## config.mk

```make
export PLATFORM = sky130hd
export DESIGN_NAME = ocm_write_scheduler
export DESIGN_NICKNAME = d
export VERILOG_FILES = /design/src/rtl/ocm_ctrl_pkg.sv /design/src/rtl/rr_arbiter.sv /design/src/rtl/ocm_write_scheduler.sv
export SDC_FILE = /design/constraint.sdc
export NUM_CORES = 1
export LEC_CHECK = 0
export ABC_CLOCK_PERIOD_IN_PS = 3000
export CAP_MARGIN = 10
export CORE_MARGIN = 2
export CORE_UTILIZATION = 43
export CTS_CLUSTER_DIAMETER = 120
export DETAILED_ROUTE_END_ITERATION = 16
export HOLD_SLACK_MARGIN = 0.1
export PLACE_DENSITY = 0.76
export SLEW_MARGIN = 20
export SYNTH_ARGS = -nofsm -noshare
export SYNTH_HDL_FRONTEND = slang
export SYNTH_HIERARCHICAL = 1
export SYNTH_SLANG_ARGS = --single-unit
```

## constraint.sdc

```tcl
create_clock -name clk -period 3 [get_ports clk]
set_clock_uncertainty 0.2 [all_clocks]
set_input_delay 0.75 -clock clk [delete_from_list [all_inputs] [get_ports clk]]
set_output_delay 0.75 -clock clk [all_outputs]
set_load 0.03 [all_outputs]
```

## src/rtl/ocm_ctrl_pkg.sv

```systemverilog
// Shared constants and state encoding for the OCM write-side control blocks.
package ocm_ctrl_pkg;

  // OCM port geometry, reused by the datapath writer blocks.
  localparam int unsigned OcmAddrW = 17;
  localparam int unsigned OcmDataW = 8;

  // Frame defaults: words zeroed per clear pass, requester writes per frame (16 px x 10 outputs).
  localparam int unsigned ClearWordsDefault = 4001;
  localparam int unsigned FrameWordsDefault = 160;

  // Scheduler states.
  typedef logic [1:0] state_t;
  localparam state_t StIdle  = 2'd0;
  localparam state_t StClear = 2'd1;
  localparam state_t StArb   = 2'd2;
  localparam state_t StDone  = 2'd3;

endpackage

```

## src/rtl/rr_arbiter.sv

```systemverilog
// Round-robin arbiter: one-hot combinational grant, search starts after the last winner.
module rr_arbiter #(
  parameter int unsigned NUM_REQ = 2
) (
  input  logic               clk,
  input  logic               reset_n,
  input  logic [NUM_REQ-1:0] req,
  input  logic               enable,
  output logic [NUM_REQ-1:0] gnt
);

  localparam int unsigned PtrW = (NUM_REQ > 1) ? $clog2(NUM_REQ) : 1;
  // Pointer resets to the last index so requester 0 wins the first contest.
  localparam logic [PtrW-1:0] PtrRst = PtrW'(NUM_REQ - 1);

  logic [PtrW-1:0] ptr_q, ptr_d;

  // Pick the first asserted request at ptr+1, ptr+2, ... wrapping modulo NUM_REQ.
  always_comb begin
    int unsigned     idx;
    logic [PtrW-1:0] sel;
    logic            found;
    gnt   = '0;
    ptr_d = ptr_q;
    found = 1'b0;
    idx   = 0;
    sel   = '0;
    for (int unsigned k = 1; k <= NUM_REQ; k++) begin
      idx = 32'(ptr_q) + k;
      if (idx >= NUM_REQ) idx = idx - NUM_REQ;
      sel = PtrW'(idx);
      if (enable && !found && req[sel]) begin
        gnt[sel] = 1'b1;
        ptr_d    = sel;
        found    = 1'b1;
      end
    end
  end

  // Remember the last granted index.
  always_ff @(posedge clk or negedge reset_n) begin
    if (!reset_n) begin
      ptr_q <= PtrRst;
    end else begin
      ptr_q <= ptr_d;
    end
  end

endmodule

```

## src/rtl/ocm_write_scheduler.sv

```systemverilog
// Owns the OCM s1 write port: clears the buffer, then shares it round-robin between
// datapath writers for one frame, then hands the frame to the HPS.
module ocm_write_scheduler
  import ocm_ctrl_pkg::*;
#(
  parameter int unsigned NUM_REQ     = 2,
  parameter int unsigned ADDR_W      = OcmAddrW,
  parameter int unsigned DATA_W      = OcmDataW,
  parameter int unsigned CLEAR_WORDS = ClearWordsDefault,
  parameter int unsigned FRAME_WORDS = FrameWordsDefault
) (
  input  logic                      clk,
  input  logic                      reset_n,
  input  logic                      start,
  input  logic [NUM_REQ-1:0]        req,
  input  logic [NUM_REQ*ADDR_W-1:0] req_addr,
  input  logic [NUM_REQ*DATA_W-1:0] req_data,
  output logic [NUM_REQ-1:0]        gnt,
  output logic [DATA_W-1:0]         ocm1_writedata,
  output logic [ADDR_W-1:0]         ocm1_addr,
  output logic                      ocm1_chip,
  output logic                      ocm1_clk_enab,
  output logic                      ocm1_write,
  output logic                      busy,
  output logic                      clear_active,
  output logic                      frame_done,
  input  logic                      hps_ack,
  output logic [15:0]               word_count
);

  localparam logic [ADDR_W-1:0] ClrLast = ADDR_W'(CLEAR_WORDS - 1);
  localparam logic [15:0]       WcLast  = 16'(FRAME_WORDS - 1);
  localparam logic [15:0]       WcFull  = 16'(FRAME_WORDS);

  state_t              state_q, state_d;
  logic [ADDR_W-1:0]   clr_addr_q, clr_addr_d;
  logic [15:0]         wc_q, wc_d;
  logic [ADDR_W-1:0]   addr_q, addr_d;
  logic [DATA_W-1:0]   wdata_q, wdata_d;
  logic                write_q, write_d;
  logic                arb_en;
  logic [ADDR_W-1:0]   sel_addr;
  logic [DATA_W-1:0]   sel_data;

  // Saturation guard: no grant can ever push word_count past FRAME_WORDS.
  assign arb_en = (state_q == StArb) && (wc_q != WcFull);

  rr_arbiter #(
    .NUM_REQ (NUM_REQ)
  ) u_rr_arbiter (
    .clk     (clk),
    .reset_n (reset_n),
    .req     (req),
    .enable  (arb_en),
    .gnt     (gnt)
  );

  // AND-OR mux of the granted requester's address and data (gnt is one-hot).
  always_comb begin
    sel_addr = '0;
    sel_data = '0;
    for (int unsigned i = 0; i < NUM_REQ; i++) begin
      if (gnt[i]) begin
        sel_addr = sel_addr | req_addr[i*ADDR_W +: ADDR_W];
        sel_data = sel_data | req_data[i*DATA_W +: DATA_W];
      end
    end
  end

  // Frame sequencing and next OCM write.
  always_comb begin
    state_d    = state_q;
    clr_addr_d = clr_addr_q;
    wc_d       = wc_q;
    addr_d     = addr_q;
    wdata_d    = wdata_q;
    write_d    = 1'b0;
    case (state_q)
      StIdle: begin
        if (start) begin
          state_d    = StClear;
          clr_addr_d = '0;
          wc_d       = '0;
        end
      end
      StClear: begin
        addr_d     = clr_addr_q;
        wdata_d    = '0;
        write_d    = 1'b1;
        clr_addr_d = clr_addr_q + 1'b1;
        if (clr_addr_q == ClrLast) state_d = StArb;
      end
      StArb: begin
        if (|gnt) begin
          addr_d  = sel_addr;
          wdata_d = sel_data;
          write_d = 1'b1;
          wc_d    = wc_q + 16'd1;
          if (wc_q == WcLast) state_d = StDone;
        end
      end
      StDone: begin
        if (hps_ack) state_d = StIdle;
      end
      default: state_d = StIdle;
    endcase
  end

  // State and registered OCM port; reset drops any in-flight write at once.
  always_ff @(posedge clk or negedge reset_n) begin
    if (!reset_n) begin
      state_q    <= StIdle;
      clr_addr_q <= '0;
      wc_q       <= '0;
      addr_q     <= '0;
      wdata_q    <= '0;
      write_q    <= 1'b0;
    end else begin
      state_q    <= state_d;
      clr_addr_q <= clr_addr_d;
      wc_q       <= wc_d;
      addr_q     <= addr_d;
      wdata_q    <= wdata_d;
      write_q    <= write_d;
    end
  end

  assign busy           = (state_q == StClear) || (state_q == StArb);
  assign clear_active   = (state_q == StClear);
  assign frame_done     = (state_q == StDone);
  assign ocm1_clk_enab  = busy;
  assign ocm1_chip      = 1'b1;
  assign ocm1_write     = write_q;
  assign ocm1_addr      = addr_q;
  assign ocm1_writedata = wdata_q;
  assign word_count     = wc_q;

endmodule

```

==> results.txt <==
status: finished, final reports clean
Place WS: 0.0688 ns
Slew Limit Fails: 0
yosys warns: 6
Cells after Synth: 374
Max Fclk: 0.347 GHz
hold_ws: 0.198 ns
Site Rows: 32
H-tree lvl count: 3
Peak supply drop: 0.000244 V
Die H: 93.2 um
Seq/Total Area, Yosys: 0.454
Port Buffers: 103
total power: 1.75 mW
CTS root buf: clkbuf_8
syn_area_per_cell: 9.15 um2
Post-synth EDFFs: 0
DPL Wire Length: 7.16 mm
PnR worst setup slack: 0.115 ns
Required @ worst endpoint: 2.05 ns
Main synth FF type: dfrtp_1
setup violators final: 0
Die W: 93.2 um
crit-path max cell delay: 0.42 ns
Max transition margin: 0.559
crit path time final: 2.89 ns
clock sink total: 62
Initial Util: 0.443
Clk pin slew, worst setup/hold paths: 0.07 ns
static leakage: 2.03 nW
fraction of layout cells with a size suffix above 1: 0.133
crit path launch type: flop
final setup TNS: 0 ns
Final Core Density: 0.647
Yosys cell types: 48
drc violations: 0
Slowest cell on crit path: dfrtp_1
final hold vios: 0
die area: 8680 um2
routed via count: 3,344
IO Pins: 105
Starting DRT DRC Count: 212
Final period util: 0.962
Clk Latency, worst-skew pair: 0.34 ns
vias in the first global route: 3,298
core area: 7730 um2
largest net degree at the start of global routing: 43
Bufs on Longest Clock Path: 2
syn_nets: 438
GR Overflow Total: 0
area grow syn2layout: 46.2%
setup slack, reg-to-reg: 0.23 ns
most frequent cells in the layout: clkdlybuf4s50_1, dfrtp_1, nand2_1
placed cell count: 580
critical path's top delay family: simple AND/OR/NAND/NOR gates
gpl congestion: 0.832
drt first pass iters: 4
RSZ-0062 raised after global routing: true
max_cap viols: 0
TritonCTS buffer count: 9
commonest non-fill, non-tap cell in the layout: clkdlybuf4s50_1
crit path kind: flop to primary output
number of diodes: 0
area occupied by multi-input gates: 1780 um2
Routed WL: 9.78 mm
Finished Cell Area: 5000 um2
CP bufs+invs: 2
fin cells: 599
Least-Margin Pin Slew: 0.643 ns
CP Cell Sequence: nor4_2, nand4_1, nor3_2, nor2_2, nand2_2, a21oi_4, buf_8, buf_6
post-synthesis register bit count: 62
Seq. cell area: 1550 um2
wire per inst: 16.3 um
placed inst area: 4710 um2
Final ANT Viol Nets: 0
Pwr Density: 350 nW/um2
Nets: 556
initial antenna violation count: 0
CTS tree: built
Worst Path Arrival: 1.94 ns
cell area after synthesis: 3420 um2
fraction of registers with async set or reset after synthesis: 1.00
first-pass GRT wire length: 16.1 mm
vias per inst: 5.58
# fillers: 628
min-delay worst type: primary input to asynchronous set/reset pin
type of destination of the critical path: primary output
GRT Util Overall: 0.235
Crit Path Max Fanout: 5
## final timing paths
| check | from | to | cells after the start |
|---|---|---|---|
| max reg2reg | word_count[12] | state_q[1] | 11 |
| min in group clk | ocm1_addr[13] | ocm1_addr[13] | 2 |
| max | word_count[12] | gnt[0] | 8 |
| min | reset_n | clr_addr_q[8] | 1 |
| max in group asynchronous | reset_n | u_rr_arbiter/ptr_q | 2 |
| min reg2reg | ocm1_addr[13] | ocm1_addr[13] | 2 |
## worst register-to-register path: stages, from the launching register on
cell and delay, ns:
dfrtp_1 0.42, nor4_2 0.33, nand4_1 0.15, nor3_2 0.20, nor2_2 0.09, nand2_1 0.12
a21oi_4 0.06, nor3b_4 0.24, buf_4 0.18, and3b_1 0.20, nand3_1 0.12, mux2_1 0.34
## where the power goes
part,switching [mW],internal [mW]
clock network,0.351,0.468
logic,0.0311,0.0663
registers,0,0.835
## synth_stat cells (2+ instances only)
library cell   n  area share
a21oi_1       12       0.018
or4b_1         2      0.0059
nand4_1        8       0.015
nand2b_1      10       0.018
o21ai_0       20       0.029
nand3_1       14       0.020
nor2_1        34       0.037
nor4b_1        3      0.0077
nor3_1         4      0.0059
xnor2_1        6       0.015
nand2_1       52       0.057
or2_2          2      0.0037
and3_1         2      0.0037
buf_4          2      0.0044
o41ai_1        3      0.0077
a221oi_1      17       0.044
mux2i_1        9       0.026
o21bai_1       2      0.0044
buf_2          8       0.012
o311ai_0       2      0.0051
clkbuf_1      14       0.015
nor4_1         6       0.011
ha_1           8       0.029
or3_1          5      0.0091
and4_1         2      0.0051
inv_1         12       0.013
dfrtp_1       61        0.45
a22oi_1        8       0.018
o31ai_1       23       0.050
or4_1          5       0.011
## state kept, by name, indices dropped and copies added, names as in the netlist
signal	flops
state_q	2
clr_addr_q	17
word_count	16
ocm1_addr	17
u_rr_arbiter/ptr_q	1
ocm1_writedata	8
ocm1_write	1
## kinds of logic after synthesis
kind of cell	share of synthesized area
flip-flops	0.454
other	0.00110
AND/OR/NAND/NOR	0.227
AO/OA/AOI/OAI	0.193
multiplexers	0.0329
adder cells (fa/ha/maj)	0.0293
buffers and inverters	0.0446
XOR/XNOR	0.0179
## metal layers
metal,share of wire,up-vias,track usage
met1,0.43,1589,0.298
met2,0.48,130,0.397
li1,-,1609,-
met5,0,-,0
met4,0.015,0,0.0882
met3,0.072,16,0.0483
## layout make-up
type / instances / area share
inverter: 12 / 0.00901
sequential: 62 / 0.311
timing repair buffer: 131 / 0.254
clock inverter: 7 / 0.0198
multi-input combinational: 276 / 0.357
clock buffer: 9 / 0.0248
tap: 102 / 0.0255
## repair_timing
action,4_1_cts,5_1_grt
gates resized for setup,4,7
hold buffers,0,0
endpoints found under the setup margin,2,2
pin swaps,0,5
endpoints found under the hold margin,0,0
buffers inserted,1,2
(Power assumes the default switching activity.)
==> RTL change, RTL diff (same settings) <==
`clr_addr_q`, `wc_q`, `addr_q` and `wdata_q` no longer have a reset.
--- a/src/rtl/ocm_write_scheduler.sv
+++ b/src/rtl/ocm_write_scheduler.sv
@@ -110,19 +110,18 @@
   always_ff @(posedge clk or negedge reset_n) begin
     if (!reset_n) begin
       state_q    <= StIdle;
-      clr_addr_q <= '0;
-      wc_q       <= '0;
-      addr_q     <= '0;
-      wdata_q    <= '0;
       write_q    <= 1'b0;
     end else begin
       state_q    <= state_d;
-      clr_addr_q <= clr_addr_d;
-      wc_q       <= wc_d;
-      addr_q     <= addr_d;
-      wdata_q    <= wdata_d;
       write_q    <= write_d;
     end
+  end
+
+  always_ff @(posedge clk) begin
+    clr_addr_q <= clr_addr_d;
+    wc_q       <= wc_d;
+    addr_q     <= addr_d;
+    wdata_q    <= wdata_d;
   end
 
   assign busy           = (state_q == StClear) || (state_q == StArb);
Behaviour: differs if reset_n is asserted again (counterexample within 4 cycles, from zero or initial values and one cycle with reset_n low); with reset_n held inactive, the same outputs for 10 cycles.
==> RTL change against the unedited design <==
- sequential cell count did not move
- wire length fell by 12%
- design area decreased by 5.2%
- power shrank 3.3%
- area after synthesis down 2.2%
- maximum frequency up 1.5%
- setup slack improved by 0.043 ns
==> RTL change: results (changes against the unedited design) <==
[outcome]
outcome=finished, final reports clean

[clocking]
cts_buffer_depth=2  ; unchanged
cts_buffers=9  ; unchanged
clock_tree.root_cell=clkbuf_8
htree_levels=3  ; unchanged
cts.clk_slew.worst_paths_ns=0.06
insertion_delay_ns=0.33

[critical_path]
cp_max_fo=5  ; unchanged
slowest_stage=edfxtp_1
slowest_delay_ns=0.50  ; +0.08 ns
rrSetupSlack_ns=0.38  ; +0.15 ns

[synthesis]
synth_edf_count=58  ; +58
yosys_warnings=6  ; unchanged
ys.flop_type=edfxtp_1
yosys-top-cells-count=edfxtp_1 (58), nor2_1 (36), a21oi_1 (23)
syn_nets=370  ; -16%
ys_types=45  ; -6.3%
yosys-top-cells-area=edfxtp_1 (52%), a22oi_1 (4.7%), xor2_1 (4.2%), nor2_1 (4.0%), a21oi_1 (3.4%)
synth-async-reset-ratio_pct=6.45  ; -94 points
yosysSeqAreaShare_pct=55.1  ; +9.7 points

[global_routing]
grt_pass1_vias=2663  ; -19%
grt_max_degree=34  ; -21%
grt.total_usage_pct=20.4  ; -3.2 points
antenna_found_initial=0  ; unchanged
grt_pass1_wl_um=13500  ; -16%

[routing]
via_count=2781  ; -17%
detail_route.iter0.violations=178  ; -16%
postRouteAntennaNets=0  ; unchanged
wl_per_cell_um=16.6  ; +1.8%
drt_first_pass_iters=4  ; unchanged

[power]
leakagePower_nw=1.74  ; -14%
ir_drop_mv=0.199  ; -19%

[cells_and_area]
drive_gt1_share_pct=9.35  ; -3.9 points
fillCellCount=611  ; -2.7%
fin_nets=476  ; -14%
diodes=0  ; unchanged

[worst_hold_path]
min_path_type=flop to flop

[placed_design]
port_buffers=103  ; unchanged
gp_congestion=0.861  ; +3.5%
pre_cts_slack_ns=0.146  ; +0.0771 ns
dp_hpwl_um=5940  ; -17%

[timing]
finalWorstSetupSlack_ns=0.157  ; +0.0425 ns
report.final.hold_viol_count=0  ; unchanged

-- RTL change: cell count changes after synthesis, moves of 13 or more --
cell	delta
nand2_1	-42
a221oi_1	-13
o31ai_1	-21
and2_1	+14
xor2_1	+15
o21ai_0	-18
a22oi_1	+13
dfrtp_1	-58
edfxtp_1	+58
-- RTL change: repair_timing --
action                                  in CTS  in global routing
buffers inserted                             0                  4
endpoints found under the setup margin       0                  2
resized for setup                            0                  4
-- RTL change: metrics by stage --
stage          std cells  setup TNS (ns)  hold WS (ns)  utilization (%)  cell area, um^2
6_report             519               0         0.396             62.0             4740
5_1_grt              519         -0.0141         0.416             62.0             4740
4_1_cts              515               0         0.401             61.2             4680
3_5_place_dp         499               0         0.377             58.8             4500
3_3_place_gp         499               0         0.364             58.8             4500
2_1_floorplan        306               0         0.254                -             3360
-- RTL change: cell families after synthesis --
| logic type | Yosys count | synth area share [%] |
|---|---|---|
| compound gates | 65 | 13.1 |
| xor+xnor | 23 | 6.02 |
| fa+ha+maj | 8 | 2.99 |
| buf+inv | 32 | 3.81 |
| flops | 62 | 55.1 |
| mux | 2 | 0.785 |
| other cells | 1 | 0.112 |
| simple gates | 113 | 18.1 |
-- RTL change: path summary, 6_finish.rpt --
path,endpoint,from,cells past startpoint
setup / recovery,gnt[1],word_count[10],7
hold / removal,state_q[1],state_q[1],1
setup reg to reg,word_count[0],word_count[7],10
hold reg to reg,state_q[1],state_q[1],1
max in group asynchronous,u_rr_arbiter/ptr_q,reset_n,1
min in group asynchronous,state_q[1],reset_n,1
-- RTL change: layout make-up --
type                            instances  share of cell area [%]
Clock inverter                          6                    1.11
Clock buffer                           10                    2.69
Sequential cell                        62                    38.9
Inverter                               14                    1.11
Timing Repair Buffer                  113                    23.5
Tap cell                              102                    2.69
Multi-Input combinational cell        212                    30.0
-- RTL change: critical path, delay by kind of cell, from the launching register on --
family,cells,cell delay (ns)
AOI/OAI and AO/OA,1,0.06
buffers and inverters,1,0.18
DFF,1,0.50
and+or+nand+nor,5,0.82
-- RTL change: per-layer routing --
metal / vias up / GRT usage, % / share of wire, %
met3: 9 / 5.01 / 6.1
met2: 101 / 32.2 / 50
met4: 0 / 5.35 / 0.99
met5: - / 0 / 0
met1: 1323 / 28.2 / 43
li1: 1348 / - / -
-- RTL change: where the power goes --
part | total (mW) | switching (mW) | internal (mW) | leakage (nW)
Combinational | 0.0786 | 0.0159 | 0.0627 | 0.970
Clock | 0.685 | 0.311 | 0.374 | 0.0949
Sequential | 0.931 | 0 | 0.931 | 0.679
